**src/rtl/vga_scanout.sv**
```systemverilog
// Read side of the line-doubled frame buffer. It generates the 800x600@60 raster,
// fetches 1-bit pixels from the frame RAM read port and drives the VGA connector.
module vga_scanout #(
    parameter int         H_VIS     = 800,
    parameter int         H_FP      = 40,
    parameter int         H_SYNC    = 128,
    parameter int         H_BP      = 88,
    parameter int         V_VIS     = 600,
    parameter int         V_FP      = 1,
    parameter int         V_SYNC    = 4,
    parameter int         V_BP      = 23,
    parameter int         SRC_LINES = 240,
    parameter int         V_OFFSET  = 60,
    parameter int         RD_LAT    = 1,
    parameter logic [2:0] FG_RGB    = 3'b010
) (
    input  logic        vgaclk,
    input  logic        reset,
    output logic [17:0] raddr,
    input  logic        rdata,
    output logic        vga_hsync,
    output logic        vga_vsync,
    output logic        vga_r,
    output logic        vga_g,
    output logic        vga_b,
    output logic        frame_start
);

    localparam int H_TOT   = H_VIS + H_FP + H_SYNC + H_BP;
    localparam int V_TOT   = V_VIS + V_FP + V_SYNC + V_BP;
    localparam int HW      = $clog2(H_TOT);
    localparam int VW      = $clog2(V_TOT);
    localparam int HS_BEG  = H_VIS + H_FP;
    localparam int HS_END  = HS_BEG + H_SYNC - 1;
    localparam int VS_BEG  = V_VIS + V_FP;
    localparam int VS_END  = VS_BEG + V_SYNC - 1;
    localparam int IMG_BEG = V_OFFSET;
    localparam int IMG_END = V_OFFSET + 2 * SRC_LINES - 1;
    localparam logic OFF_ODD = (V_OFFSET % 2) != 0;

    logic [HW-1:0] hcnt_reg;
    logic [HW-1:0] hcnt_next;
    logic [VW-1:0] vcnt_reg;
    logic [VW-1:0] vcnt_next;
    logic [17:0]   linebase_reg;
    logic [17:0]   linebase_next;
    logic          armed_reg;
    logic          armed_next;
    logic [17:0]   raddr_reg;
    logic          h_wrap;
    logic          v_wrap;
    logic          second_of_pair;
    logic          img_next;

    logic          hs0;
    logic          vs0;
    logic          act0;
    logic          img0;
    logic          fs0;
    logic [3:0]    dec0;
    logic [3:0]    dec_d;

    logic          hsync_reg;
    logic          vsync_reg;
    logic [2:0]    rgb_reg;
    logic          frame_start_reg;

    // Next raster position and the line base that goes with it. The read address
    // is registered from these so that raddr lines up with the current counters.
    always_comb begin
        h_wrap         = (hcnt_reg == HW'(H_TOT - 1));
        v_wrap         = h_wrap && (vcnt_reg == VW'(V_TOT - 1));
        second_of_pair = vcnt_reg[0] ^ OFF_ODD;
        hcnt_next      = h_wrap ? '0 : hcnt_reg + 1'b1;
        vcnt_next      = vcnt_reg;
        if (h_wrap) begin
            vcnt_next = v_wrap ? '0 : vcnt_reg + 1'b1;
        end
        linebase_next = linebase_reg;
        if (v_wrap) begin
            linebase_next = '0;
        end else if (h_wrap && second_of_pair &&
                     vcnt_reg >= VW'(IMG_BEG) && vcnt_reg < VW'(IMG_END)) begin
            linebase_next = linebase_reg + 18'(H_VIS);
        end
        armed_next = armed_reg | v_wrap;
        img_next   = (hcnt_next < HW'(H_VIS)) &&
                     (vcnt_next >= VW'(IMG_BEG)) && (vcnt_next <= VW'(IMG_END));
    end

    // Decode of the current raster position.
    always_comb begin
        hs0  = (hcnt_reg >= HW'(HS_BEG)) && (hcnt_reg <= HW'(HS_END));
        vs0  = (vcnt_reg >= VW'(VS_BEG)) && (vcnt_reg <= VW'(VS_END));
        act0 = (hcnt_reg < HW'(H_VIS)) && (vcnt_reg < VW'(V_VIS));
        img0 = act0 && (vcnt_reg >= VW'(IMG_BEG)) && (vcnt_reg <= VW'(IMG_END));
        // The frame that reset interrupted is not announced; the first frame
        // reached by a natural wrap is.
        fs0  = armed_reg && (hcnt_reg == '0) && (vcnt_reg == '0);
        dec0 = {fs0, hs0, vs0, img0};
    end

    always_ff @(posedge vgaclk) begin
        if (reset) begin
            hcnt_reg     <= '0;
            vcnt_reg     <= '0;
            linebase_reg <= '0;
            armed_reg    <= 1'b0;
            raddr_reg    <= '0;
        end else begin
            hcnt_reg     <= hcnt_next;
            vcnt_reg     <= vcnt_next;
            linebase_reg <= linebase_next;
            armed_reg    <= armed_next;
            raddr_reg    <= img_next ? (linebase_next + 18'(hcnt_next)) : '0;
        end
    end

    // Decode delay line: RD_LAT stages so the flags meet rdata at the output register.
    generate
        for (genvar gi = 0; gi < RD_LAT; gi++) begin : g_pipe
            logic [3:0] stage_reg;
            logic [3:0] stage_in;
            if (gi == 0) begin : g_head
                assign stage_in = dec0;
            end else begin : g_link
                assign stage_in = g_pipe[gi-1].stage_reg;
            end
            always_ff @(posedge vgaclk) begin
                if (reset) begin
                    stage_reg <= '0;
                end else begin
                    stage_reg <= stage_in;
                end
            end
        end
    endgenerate

    assign dec_d = g_pipe[RD_LAT-1].stage_reg;

    always_ff @(posedge vgaclk) begin
        if (reset) begin
            hsync_reg       <= 1'b0;
            vsync_reg       <= 1'b0;
            rgb_reg         <= 3'b000;
            frame_start_reg <= 1'b0;
        end else begin
            frame_start_reg <= dec_d[3];
            hsync_reg       <= dec_d[2];
            vsync_reg       <= dec_d[1];
            rgb_reg         <= (dec_d[0] && rdata) ? FG_RGB : 3'b000;
        end
    end

    assign raddr       = raddr_reg;
    assign vga_hsync   = hsync_reg;
    assign vga_vsync   = vsync_reg;
    assign vga_r       = rgb_reg[2];
    assign vga_g       = rgb_reg[1];
    assign vga_b       = rgb_reg[0];
    assign frame_start = frame_start_reg;

endmodule

```
**config.mk**
```make
export PLATFORM = sky130hd
export DESIGN_NAME = vga_scanout
export DESIGN_NICKNAME = d
export VERILOG_FILES = /design/src/rtl/vga_scanout.sv
export SDC_FILE = /design/constraint.sdc
export NUM_CORES = 1
export LEC_CHECK = 0
export ABC_CLOCK_PERIOD_IN_PS = 4300
export CORE_MARGIN = 4
export CORE_UTILIZATION = 53
export DETAILED_ROUTE_END_ITERATION = 8
export HOLD_SLACK_MARGIN = 0.05
export PLACE_DENSITY = 0.71
export SYNTH_ARGS = -nofsm -noshare
export SYNTH_HDL_FRONTEND = slang
export SYNTH_SLANG_ARGS = --single-unit
```
**constraint.sdc**
```tcl
create_clock -name vgaclk -period 4.3 [get_ports vgaclk]
set_input_delay 0.86 -clock vgaclk [delete_from_list [all_inputs] [get_ports vgaclk]]
set_output_delay 0.86 -clock vgaclk [all_outputs]
set_load 0.01 [all_outputs]
```
==> flow_summary.ini <==
[run_status]
status = finished, final reports clean

[layout]
fin_util_pct = 62.6
diodes = 0
ff_latch_area_sq_um = 1320
fillers = 601
area_growth_pct = 14.6
mostFrequentLayoutCell = dfxtp_1
fin_cells = 555
drive_above_1_share_pct = 8.71
multi_input_area_sq_um = 2230
most-common-layout-cells = dfxtp_1, nor2_1, nor3_1
final_nets = 476

[logic_synthesis]
syn-cell-area_sq_um = 3710
synth.avg_cell_area_sq_um = 8.49
ys_seq_area_share_pct = 35.6
syn_inst = 437
synth_enable_flop_cells = 0
synth_ff_type = dfxtp_1
synth_top_cell_area_share_pct = 35.6
synthTopCellsByArea = dfxtp_1, ha_1, nor3_1
ys_types = 61
ys_warn_count = 0
synth_async_sr_flop_share_pct = 0
yosys.area.top_type = dfxtp_1
synth_seq_cells = 66

[min_path]
hold_path.class = reg2reg

[routing]
ant_nets = 0
vias = 3211
post_drt_wl_per_cell_um = 15.0
route.detailed.drc = 0
avgViaCountPerCell = 5.79
first_pass_iters = 4
drtIter0Drc = 140
wl_um = 8340

[run]
cap_violations = 0

[power]
p_leak_uw = 0.00157
powerDensity_nw_per_um2 = 297
ir_drop_v = 0.000190

[clock_network]
htreeDepth = 3
post-cts-setup-buffers = 0
root_buffer = clkbuf_8
cts_sinks = 66
tritoncts = done
cts_buffer_depth = 2
clk-insertion-delay-late_ns = 0.34
cts_buffers = 9
clkTransAtPathRegs_ns = 0.08

[place]
gp_congestion = 0.862
dp.cells = 539
numPortBuffers = 24
hpwl_um = 5850

[timing]
fmax_mhz = 262
slew_viol_final = 0
fin_skew_ns = 0.00705
finalHoldViolCount = 0
slew_headroom_pct = 54.7
rsz0062_at_grt = false
worst_pin_slew_ns = 0.679
fin_crit_ns = 3.81
setup-violations-final = 0
setup_tns_ns = 0
fin_crit_sh_pct = 88.7

[grt]
antenna_found_initial = 0
grt.overflow.total = 0
grt_pass1_wl_um = 14300
track_usage_pct = 21.0
grt_max_degree = 49
grt_pass1_vias = 3039

[setup_path]
end_kind = flop
slowest_delay_ns = 0.52
cp_num_buf_inv = 1
arrival_ns = 4.07
critical_path_class = reg2reg
required_ns = 4.55
crit_chain = and4bb_1, and4_1, nand2_1, and2_1, ha_1, inv_1, fa_1, nor2b_1, o2111ai_1, nand3_1, a311oi_1, nor3_1, a211o_1, a211oi_1
cp-start-kind = flop
crit_fanout = 11
cp_slowest_cell = dfxtp_1
critPathTopFamily = simple AND/OR/NAND/NOR gates

[floorplanning]
start_util_pct = 54.6
io-pin-count = 27
dieArea_sq_um = 8400
die_y_um = 91.7
num_rows = 30
fp.dieW_um = 91.7
core-area_sq_um = 6790
==> final cells by class <==
class                      instances  share of cell area (%)
clock buffer                      12                    3.88
clock inverter                     4                    1.71
inverter                          11                   0.971
multi-input combinational        334                    52.5
sequential                        66                    31.1
tap                               96                    2.82
timing repair buffer              32                    7.06
==> worst min-delay path, cell delays in order (launching register included) <==
cell and delay [ns]:
dfxtp_1 0.30, nand2_1 0.05, nor2_1 0.03
==> cells in the mapped netlist, drive strengths merged (2+ instances only) <==
library cell and count:
or3 3, a21boi 3, a21oi 19, nor2 46
a311oi 2, a31oi 3, nor2b 17, a211o 2
xor2 18, and3 6, nor3b 3, and4 5
xnor2 14, or2 2, nor4 8, o21ai 9
ha 18, mux2 2, and2 6, nand4 8
a211oi 9, clkbuf 14, nand2 31, o211ai 3
buf 13, inv 11, dfxtp 66, a21o 3
nand2b 4, nand3 18, mux2i 7, a22oi 2
a2111oi 5, nor3 41, a31o 2
==> report_power, final <==
part	leakage, uW	total, uW	internal (uW)	switching (uW)
sequential	0.000532	616	613	2.79
clock	0.000119	616	373	243
combinational	0.000918	32.3	10.0	22.3
==> logic make-up (layout without fill, tap and decap cells) <==
kind of cell,after synthesis,count (layout),share of synthesized area (%)
xor gates and xnor gates,32,32,7.55
adders and majority gates,19,19,6.61
muxes,9,9,2.50
other,1,2,0.101
buffers and inverters,38,59,4.59
and+or+nand+nor,204,204,29.5
AOI/OAI and AO/OA,68,68,13.5
DFF,66,66,35.6
==> through the flow <==
| step | cell area (sq um) | setup WS, ns | power (uW) | hold WS, ns |
|---|---|---|---|---|
| 6_report | 4250 | 0.486 | 1260 | 0.419 |
| 5_1_grt | 4250 | 0.147 | 1310 | 0.449 |
| 4_1_cts | 4240 | 0.322 | 1270 | 0.420 |
| 3_5_place_dp | 4010 | 0.355 | 662 | 0.409 |
| 3_3_place_gp | 4010 | 0.438 | 661 | 0.405 |
| 2_1_floorplan | 3710 | 0.370 | 652 | 0.402 |
==> what timing repair did <==
action | 4_1_cts | 5_1_grt
gates resized for setup | 0 | 2
endpoints found under the setup margin | 0 | 1
hold buffers | 0 | 0
==> routing by layer <==
layer / GRT usage (%) / part of all wire, %
met1: 26.1 / 46
met2: 35.3 / 48
met3: 3.36 / 3.9
met4: 10.3 / 2.3
met5: 0 / 0
==> path summary, 6_finish.rpt <==
path	endpoint	from	depth (start not counted)	slack, ns
max reg2reg	raddr[16]$_SDFF_PP0_	vcnt_reg[6]$_SDFF_PP0_	14	0.49
max	raddr[16]$_SDFF_PP0_	vcnt_reg[6]$_SDFF_PP0_	14	0.49
min reg2reg	rgb_reg[1]$_SDFF_PP0_	dec_d[0]$_SDFF_PP0_	2	0.42
min	rgb_reg[1]$_SDFF_PP0_	dec_d[0]$_SDFF_PP0_	2	0.42
(Power assumes the default switching activity.)
